### src/rtl/subcarrier_modulator.sv
// Slot-timed modulator: guard, active window (OOK or square subcarrier), tail.
// Build option: SUBCARRIER_MODULATOR_REPEAT_EN restarts frames back-to-back.
module subcarrier_modulator #(
  parameter int PRESCALE  = 50,
  parameter int CNT_W     = 16,
  parameter int ON_START  = 448,
  parameter int ON_END    = 6000,
  parameter int FRAME_LEN = 6400,
  parameter int HP_W      = 8
) (
  input  logic             clock,
  input  logic             reset,
  input  logic             trigger_signal,
  input  logic             mode_sel,
  input  logic [HP_W-1:0]  half_period,
  output logic             output_signal,
  output logic             busy,
  output logic             frame_done,
  output logic [CNT_W-1:0] slot_count
);

  localparam int PS_W = (PRESCALE > 1) ? $clog2(PRESCALE) : 1;
  localparam logic [PS_W-1:0] PS_MAX = PS_W'(PRESCALE - 1);
  localparam logic [CNT_W-1:0] ON_START_C = CNT_W'(ON_START);
  localparam logic [CNT_W-1:0] ON_END_C = CNT_W'(ON_END);
  localparam logic [CNT_W-1:0] LAST_C = CNT_W'(FRAME_LEN - 1);

  typedef enum logic [2:0] {
    IDLE,
    GUARD,
    ACTIVE,
    TAIL,
    DONE
  } state_t;

  state_t state_q, state_n;
  logic [PS_W-1:0] presc_q, presc_n;
  logic [CNT_W-1:0] slot_q, slot_n;
  logic [HP_W-1:0] phase_q, phase_n;
  logic [HP_W-1:0] hpm_q, hpm_n;
  logic mode_q, mode_n;
  logic out_q, out_n;
  logic done_q, done_n;
  logic busy_q, busy_n;

  logic tick;
  logic in_guard;
  logic in_active;
  logic is_last;

  assign tick = (presc_q == '0);
  assign in_guard = (slot_q <= ON_START_C);
  assign in_active = (slot_q > ON_START_C) && (slot_q <= ON_END_C);
  assign is_last = (slot_q == LAST_C);

  // State and datapath register; reset clears everything
  always_ff @(posedge clock) begin
    if (reset) begin
      state_q <= IDLE;
      presc_q <= '0;
      slot_q  <= '0;
      phase_q <= '0;
      hpm_q   <= '0;
      mode_q  <= 1'b0;
      out_q   <= 1'b0;
      done_q  <= 1'b0;
      busy_q  <= 1'b0;
    end else begin
      state_q <= state_n;
      presc_q <= presc_n;
      slot_q  <= slot_n;
      phase_q <= phase_n;
      hpm_q   <= hpm_n;
      mode_q  <= mode_n;
      out_q   <= out_n;
      done_q  <= done_n;
      busy_q  <= busy_n;
    end
  end

  // Next state: slot position decides the region on every tick
  always_comb begin
    state_n = state_q;
    presc_n = presc_q;
    slot_n  = slot_q;
    phase_n = phase_q;
    hpm_n   = hpm_q;
    mode_n  = mode_q;
    out_n   = out_q;
    done_n  = 1'b0;
    if (!trigger_signal) begin
      state_n = IDLE;
      presc_n = '0;
      slot_n  = '0;
      phase_n = '0;
      out_n   = 1'b0;
    end else begin
      presc_n = (presc_q == PS_MAX) ? '0 : presc_q + PS_W'(1);
      if (tick && state_q != DONE) begin
        unique case (1'b1)
          in_guard: begin
            state_n = GUARD;
            out_n   = 1'b0;
          end
          in_active: begin
            state_n = ACTIVE;
            if (state_q != ACTIVE) begin
              mode_n  = mode_sel;
              hpm_n   = (half_period == '0) ? '0
                        : half_period - HP_W'(1);
              out_n   = 1'b1;
              phase_n = '0;
            end else if (!mode_q) begin
              out_n = 1'b1;
            end else if (phase_q == hpm_q) begin
              out_n   = ~out_q;
              phase_n = '0;
            end else begin
              phase_n = phase_q + HP_W'(1);
            end
          end
          default: begin
            state_n = TAIL;
            out_n   = 1'b0;
          end
        endcase
        if (is_last) begin
          done_n  = 1'b1;
          out_n   = 1'b0;
          phase_n = '0;
`ifdef SUBCARRIER_MODULATOR_REPEAT_EN
          slot_n  = '0;
          state_n = GUARD;
`else
          state_n = DONE;
`endif
        end else begin
          slot_n = slot_q + CNT_W'(1);
        end
      end
    end
    busy_n = (state_n != IDLE);
  end

  assign output_signal = out_q;
  assign busy = busy_q;
  assign frame_done = done_q;
  assign slot_count = slot_q;

endmodule

### config.mk
export PLATFORM = sky130hd
export DESIGN_NAME = subcarrier_modulator
export DESIGN_NICKNAME = d
export VERILOG_FILES = /design/src/rtl/subcarrier_modulator.sv
export SDC_FILE = /design/constraint.sdc
export NUM_CORES = 1
export LEC_CHECK = 0
export ABC_AREA = 1
export CORE_MARGIN = 4
export CORE_UTILIZATION = 30
export CTS_CLUSTER_DIAMETER = 120
export CTS_CLUSTER_SIZE = 14
export DETAILED_ROUTE_END_ITERATION = 8
export GPL_TIMING_DRIVEN = 0
export PLACE_DENSITY = 0.58
export SLEW_MARGIN = 30
export SYNTH_ARGS = -nofsm -noshare
export SYNTH_HDL_FRONTEND = slang
export SYNTH_SLANG_ARGS = --single-unit
### constraint.sdc
create_clock -name clock -period 2.3 [get_ports clock]
set_input_delay 0.46 -clock clock [delete_from_list [all_inputs] [get_ports clock]]
set_output_delay 0.46 -clock clock [all_outputs]
set_load 0.1 [all_outputs]
======== Word-level counts from Yosys, hierarchy flattened ========
Index checks and enable logic that the tools add are counted.
word-level totals
  memories kept ........................... 0
  bits in writable memories ............... 0
  bits in read-only memories .............. 0
  latch bits .............................. 0
  logic and storage cells ................. 56
  register bits after elaboration ......... 45
cells by class
  shift-type cells ........................ 0
  bitwise operators ....................... 4
  multiply operators ...................... 0
  reduce and logical (&&, ||, !) cells .... 14
  mux-type cells .......................... 16
  order comparisons ....................... 3
  add/subtract/negate cells ............... 4
  equality and inequality tests ........... 6
  divide/modulo/power cells ............... 0
operators with widths
  operator                 count
  $mux W8                  6
  $add A16 B1 Y16 const B  1
  $eq A16 B13 Y1 const B   1
  $gt A16 B9 Y1 const B    1
  $le A16 B13 Y1 const B   1
  $le A16 B9 Y1 const B    1
  $mux W3                  3
  $add A8 B1 Y8 const B    1
  $eq A8 B8 Y1             1
  $logic_not A8 Y1         1
  $sub A8 B1 Y8 const B    1
  $add A6 B1 Y6 const B    1
  $eq A6 B6 Y1 const B     1
  $logic_not A6 Y1         1
  $mux W1                  6
  $reduce_bool A3 Y1       2
  $reduce_or A3 Y1         2
  $ne A5 B2 Y1 const B     1
  $not A1 Y1               4
  $pmux W2 S2              1
  $reduce_and A2 Y1        2
  $reduce_and A4 Y1        1
  $ne A3 B2 Y1 const B     1
  $ne A3 B3 Y1 const B     1
  4 further kinds          5

======== Longest topological paths before layout ========
Gate-level depths: netlist of run 1.
  depth in word-level cells ............... 7
  depth in mapped cells ................... 12
  gate-level depth less buffers ........... 12

======== Least setup slack after synthesis of run 1 ========
OpenSTA, ideal clock, no wires.
  kind .................................... register -> register
  start ................................... register slot_q[0] (netlist: slot_count[0])
  end ..................................... register hpm_q[2]
  path buffers ............................ 1
  setup time .............................. 0.114 ns
  path slack .............................. -0.061 ns
  data required time ...................... 2.186 ns
  arrival time ............................ 2.247 ns
  cell stages (with the launch flop) ...... 12
  cells stage by stage .................... dfxtp_1 -> inv_1 -> ha_1 -> nand3_1 -> nand2_1 -> nand2_2 -> inv_2 -> a21oi_4 -> nand4_4 -> buf_6 -> o21bai_1 -> nor2_1
between the ends
  cells in the longest elaborated chain, start to end .. 3
ends and longest elaborated chain
  what                                             RTL line  source
  start: declaration                               38        logic [CNT_W-1:0] slot_q, slot_n;
  start signal: assignment                         71        slot_q <= slot_n;
  $gt A16 B9 Y1 or $le A16 B13 Y1 (tied branches)  53        assign in_active = (slot_q > ON_START_C) && (slot_q <= ON_END_C);
  $logic_and A1 B1 Y1 (*)                          53
  $reduce_and A4 Y1 (no source line) (*)           n/a
  end signal: assignment                           73        hpm_q <= hpm_n;
  end: declaration                                 40        logic [HP_W-1:0] hpm_q, hpm_n;
Every way passes the cells marked *; elsewhere a longest branch is shown, timed or not.
A chain may end at the register's enable or synchronous reset.

======== Worst setup path in the final report of run 1 ========
  start ................................... register slot_q[6] (netlist: slot_count[6])
  end ..................................... output port slot_count[6]
RTL lines
  what              RTL line  source
  end: declaration  19        output logic [CNT_W-1:0] slot_count
No word-level cell between the ends.

==> flow_summary.toml, run 1 <==
[outcome]
status = "complete, no violations"

[clock_network]
cts_root_buffer = "sky130_fd_sc_hd__clkbuf_8"
clock_path_buffers = 2
clock_tree.htree_level_count = 2
clk_latency_ps = 300
post-cts-setup-buffers = 0
cts.reportedPaths.clkPinSlew_ps = 90
tritoncts.num_buffers = 5
tritoncts = "yes"
clock_sinks = 45

[power]
power.combinational.fraction = 0.103
clk_network_pwr_share = 0.387
worst_ir_drop_vdd_uv = 287
swShare = 0.252
internal_power_summed_over_all_cells_mw = 1.16
p_leak_nw = 1.49
pwr_density_cell_mw_per_mm2 = 463
switching_power_mw = 0.392
p_seq_frac = 0.510

[global_route]
grt_first_pass_wirelength_microns = 11600
grt_antenna_before_repair = 0
grt_overflow_total = 0
grt_pass1_vias = 2564
global_route.usage.total = 0.126
grt_start_max_net_pins = 14

[sta]
tightestPinTransition_ps = 974
final_hold_vio_count = 0
post-route-period-util = 0.967
worst_slew_margin_rel = 0.350
tns_ps = 0
period_needed_ps = 2220
rsz0062_at_grt = "false"
timing.hold.ws_ps = 486
fin_skew_ps = 11.0
achievable-frequency_mhz = 450
setup_violations = 0
final_report_max_slew_violation_count = 0

[finish]
stdcell_area_sq_mm = 0.00336
storage_element_area_sq_um = 906
antennaDiodeCount = 0
fillers = 1036
multi_input_comb_area_sq_mm = 0.00160
post_route_cells_drive_above_1_share = 0.114
final_nets = 493
syn2layout_area_growth_pct = 19.2

[worst_setup_path]
regToRegEndpoint = "hpm_q[0]"
cp_delay_by_family_top = "buffers and inverters"
worst-endpoint-arrival_ps = 1760
depth_of_the_most_critical_reg_to_reg_path = 10
worstSetupEndpointType = "output port"
critical_path.max_stage_delay_ps = 1130
worstReg2RegStart = "slot_count[0]"
crit_path_start = "slot_count[6]"
timing.critical_path.from_type = "flip-flop"
timing.critical_path.slowest_stage_cell = "sky130_fd_sc_hd__clkdlybuf4s50_1"
critical_path.n_buffers_inverters = 1
critical_path.max_fanout = 2
critical_path.cell_chain = "clkdlybuf4s50_1"
worst_ep_required_time_ps = 1840
timing.reg2reg.setup_slack_ps = 440
path_type_of_the_worst_setup_path = "reg -> out"

[route]
drt_drc_violations_left = 0
detail_route.first_pass.iterations = 4
detailedRoute.firstIterationViolations = 93
drt_wl_total_microns = 6680
postRouteAntennaNets = 0
vias = 2684
via_to_cell_ratio = 4.59
drt-wirelength-per-cell_microns = 11.4

[yosys]
synth.cell_area_sq_mm = 0.00282
synthesis.yosys.warnings = 0
synth_top_flop_cell = "sky130_fd_sc_hd__dfxtp_1"
synth_cell_types = 34
synth_commonest_cells = "105 x sky130_fd_sc_hd__nand2_1, 71 x sky130_fd_sc_hd__nor2_1, 65 x sky130_fd_sc_hd__inv_1"
synth.most_common_cell = "sky130_fd_sc_hd__nand2_1"
yosysTopAreaCellShare = 0.320
syn_nets = 456
ys_ff_latch = 45
synth-edff-count = 0
synthArstFlopShare = 0
synth_area_leaders = "sky130_fd_sc_hd__dfxtp_1 32%, sky130_fd_sc_hd__nand2_1 14%, sky130_fd_sc_hd__nor2_1 9.5%, sky130_fd_sc_hd__inv_1 8.7%, sky130_fd_sc_hd__nand3_1 4.4%"
synthesis.instances = 437
yosysSeqAreaShare = 0.320
synth.largest_area_cell = "sky130_fd_sc_hd__dfxtp_1"
synthesis.area_per_instance_sq_um = 6.44

[placement]
dpl.hpwl_microns = 5200
buffers_on_ports = 30
routabilityCongestion = 0.790
place_area_sq_mm = 0.00326

[floorplanning]
fp.coreArea_sq_mm = 0.00920
number_of_top_level_pins = 31
design.die.area_sq_mm = 0.0110
die_h_microns = 105
num_rows = 35
floorplan.initialDensity = 0.306
floorplan.die.width_microns = 105

[job]
max_cap_viol_count = 0

[hold_path]
hold_path_class = "reg -> reg"
hold-path-cell-count = 2
min-delay-start = "presc_q[4]"
timing.hold.worst_endpoint = "presc_q[4]"
## flip-flops by register name, summed over array words and instances, names as in the netlist
| register | count |
|---|---|
| phase_q | 8 |
| presc_q | 6 |
| slot_count | 16 |
| hpm_q | 8 |
| output_signal | 1 |
| state_q | 3 |
| mode_q | 1 |
| busy | 1 |
| frame_done | 1 |
## metrics by stage
step / util / std cells / setup WS (ps) / power [mW]
after floorplan: - / 437 / 2.57 / 0.918
after global placement: 0.354 / 578 / -177 / 0.970
after detailed placement: 0.354 / 578 / -235 / 0.973
after CTS: 0.364 / 585 / 16.8 / 1.58
after global routing: 0.365 / 585 / 20.4 / 1.62
final: 0.365 / 585 / 76.2 / 1.55
## cells by family (layout without fill, tap and decap cells)
group | count (synthesis) | after routing | synth area share
adder cells (fa/ha/maj) | 7 | 7 | 0.0311
XOR/XNOR | 8 | 8 | 0.0249
buffers and inverters | 77 | 114 | 0.114
AND/OR/NAND/NOR | 251 | 251 | 0.411
flip-flops | 45 | 45 | 0.320
AO/OA/AOI/OAI | 49 | 49 | 0.0987
## routing by layer
layer | GRT usage | wire length, microns | vias up | share of wire
li1 | - | - | 1440 | -
met1 | 0.161 | 3110 | 1184 | 0.47
met2 | 0.215 | 3240 | 56 | 0.48
met3 | 0.0272 | 284 | 4 | 0.043
met4 | 0.0309 | 46 | 0 | 0.0069
met5 | 0 | 0 | - | 0
## what timing repair did
action | CTS | global route
setup endpoints to repair | 12 | 13
pin swaps | 0 | 0
hold buffers | 0 | 0
resized for setup | 12 | 4
## power by group through the flow
| stage | registers (mW) | logic [mW] | clock network (mW) |
|---|---|---|---|
| after floorplan | 0.840 | 0.0776 | 0 |
| after global placement | 0.811 | 0.159 | 0 |
| after detailed placement | 0.811 | 0.161 | 0 |
| after CTS | 0.793 | 0.162 | 0.624 |
| after global routing | 0.795 | 0.175 | 0.652 |
| final | 0.793 | 0.159 | 0.601 |
## area by class of cell
cell class | instances | area share
tap | 111 | 0.0414
clock inverter | 2 | 0.0104
multi-input combinational | 315 | 0.475
sequential | 45 | 0.270
timing repair buffer | 30 | 0.0865
inverter | 69 | 0.0772
buffer | 8 | 0.0186
clock buffer | 5 | 0.0205
## how the worst max path moves through the flow
| stage | to | cells after the start |
|---|---|---|
| 4_1_cts | slot_count[0] | 1 |
| 3_5_place_dp | hpm_q[0] | 11 |
| 6_report | slot_count[6] | 1 |
| 3_3_place_gp | hpm_q[0] | 11 |
| 5_1_grt | slot_count[6] | 1 |
| 2_1_floorplan | hpm_q[2] | 9 |
## cell usage in the layout, fill, tap and decap left out, drive strengths merged
cell and count:
a21oi 22, a41oi 1, buf 6, bufinv 1, clkbuf 7, clkdlybuf4s50 16, clkinv 1, dfxtp 45
dlygate4sd2 12, dlymetal6s2s 2, ha 7, inv 69, nand2 112, nand3 27, nand4 10, nor2 80
nor3 11, nor3b 2, nor4 4, o21a 1, o21ai 19, o21bai 6, or2 5, xnor2 1
xor2 7
Note: power is estimated with default switching activity, not from simulation.
==> run 2: changes to the inputs <==
- CELL_PAD_IN_SITES_DETAIL_PLACEMENT: default -> 0
- CELL_PAD_IN_SITES_GLOBAL_PLACEMENT: default -> 1
- PLACE_DENSITY: 0.58 -> 0.73
==> flow_summary.toml, run 2 (synthesis results as in run 1) <==
[worst_setup_path]
worstReg2RegStart = "slot_count[0]"
critical_path.max_fanout = 2
path_type_of_the_worst_setup_path = "reg -> out"
critical_path.max_stage_delay_ps = 1130
critical_path.cell_chain = "clkdlybuf4s50_1"
critical_path.n_buffers_inverters = 1
timing.critical_path.slowest_stage_cell = "sky130_fd_sc_hd__clkdlybuf4s50_1"
worst-endpoint-arrival_ps = 1770
cp_delay_by_family_top = "buffers and inverters"
crit_path_start = "slot_count[6]"
worst_ep_required_time_ps = 1840
timing.critical_path.from_type = "flip-flop"
worstSetupEndpointType = "output port"

[floorplanning]
floorplan.die.width_microns = 105
num_rows = 35
design.die.area_sq_mm = 0.0110
floorplan.initialDensity = 0.306
die_h_microns = 105
number_of_top_level_pins = 31
fp.coreArea_sq_mm = 0.00920

[route]
postRouteAntennaNets = 0
drt-wirelength-per-cell_microns = 11.0
via_to_cell_ratio = 4.55
detail_route.first_pass.iterations = 4
drt_drc_violations_left = 0
detailedRoute.firstIterationViolations = 58
vias = 2665
drt_wl_total_microns = 6460

[outcome]
status = "complete, no violations"

[placement]
dpl.cell_count = 578
buffers_on_ports = 30
dpl.hpwl_microns = 5070
routabilityCongestion = 0.842
place_area_sq_mm = 0.00326
place_worst_setup_slack_ps = -179

[global_route]
grt_first_pass_wirelength_microns = 11300
grt_pass1_vias = 2502
grt_overflow_total = 0
global_route.usage.total = 0.123
grt_start_max_net_pins = 15
grt_antenna_before_repair = 0

[sta]
rsz0062_at_grt = "false"
tns_ps = 0
tightestPinTransition_ps = 974
post-route-period-util = 0.970
final_report_max_slew_violation_count = 0
fin_skew_ps = 13.2
postLayoutSetupSlackWorst_ps = 69.3
achievable-frequency_mhz = 448
worst_slew_margin_rel = 0.348
final_hold_vio_count = 0
setup_violations = 0
period_needed_ps = 2230

[clock_network]
cts.reportedPaths.clkPinSlew_ps = 90
cts_root_buffer = "sky130_fd_sc_hd__clkbuf_8"
tritoncts.num_buffers = 5
clock_tree.htree_level_count = 2
clock_sinks = 45
cts_hold_buf = 0
tritoncts = "yes"
clk_latency_ps = 300
clock_path_buffers = 2

[finish]
final_nets = 493
post_route_cells_drive_above_1_share = 0.114
largest_reg_flops = 16
fillers = 1022
post-route-util = 0.366
syn2layout_area_growth_pct = 19.6
layoutNonFillerInstCount = 586
final_cell_mix = "105 x sky130_fd_sc_hd__nand2_1, 70 x sky130_fd_sc_hd__nor2_1, 65 x sky130_fd_sc_hd__inv_1"
stdcell_area_sq_mm = 0.00337
final_common_cell = "sky130_fd_sc_hd__nand2_1"
antennaDiodeCount = 0

[power]
worst_ir_drop_vdd_uv = 356
pwr_density_cell_mw_per_mm2 = 465
p_leak_nw = 1.51

[hold_path]
min-delay-start = "presc_q[4]"
hold_path_class = "reg -> reg"

[job]
max_cap_viol_count = 0
run 2: cell count changes in the layout (fill, tap and decap cells not counted), sizes merged:
| cell | delta |
|---|---|
| clkbuf | +1 |
| dlygate4sd2 | -1 |
| dlymetal6s2s | +1 |
run 2: area by class of cell:
type	count	area [sq um]	share of cell area
well taps	111	139	0.0412
flip-flops and latches	45	906	0.269
plain buffers	8	62.6	0.0186
repair buffers	30	294	0.0873
clock inverters	2	38.8	0.0115
multi-input cells	315	1600	0.474
inverters	69	259	0.0769
clock buffers	6	72.6	0.0216
run 2: layer usage:
metal  vias to the layer above  routed length [microns]  GRT usage
met5                         -                        0          0
met4                         0                      113     0.0375
met3                         8                      158     0.0259
met2                        24                     3100      0.216
met1                      1185                     3090      0.150
li1                       1448                        -          -
run 2: report_power, final:
| part | total, mW | leakage (nW) | internal [mW] | switching (mW) |
|---|---|---|---|---|
| Clock | 0.616 | 0.0554 | 0.327 | 0.289 |
| Sequential | 0.793 | 0.365 | 0.787 | 0.00607 |
| Combinational | 0.157 | 1.09 | 0.0583 | 0.0985 |
run 2: path summary, 6_finish.rpt:
kind                            cells past startpoint            end  slack [ps]
worst max register to register                     11       hpm_q[0]         490
worst min-delay path                                2     presc_q[4]         490
worst max-delay path                                1  slot_count[6]          70
worst min register to register                      2     presc_q[4]         490
run 2: what timing repair did:
item / 4_1_cts / 5_1_grt
gates cloned: 0 / 0
resized for setup: 11 / 5
endpoints found under the setup margin: 11 / 6
buffers inserted: 0 / 0
run 2: per-stage QoR:
step                      total power [mW]  hold WS, ps
final                                 1.57          487
after global routing                  1.64          518
after CTS                             1.59          492
after detailed placement             0.970          474
after global placement               0.969          462
after floorplan                      0.918          445
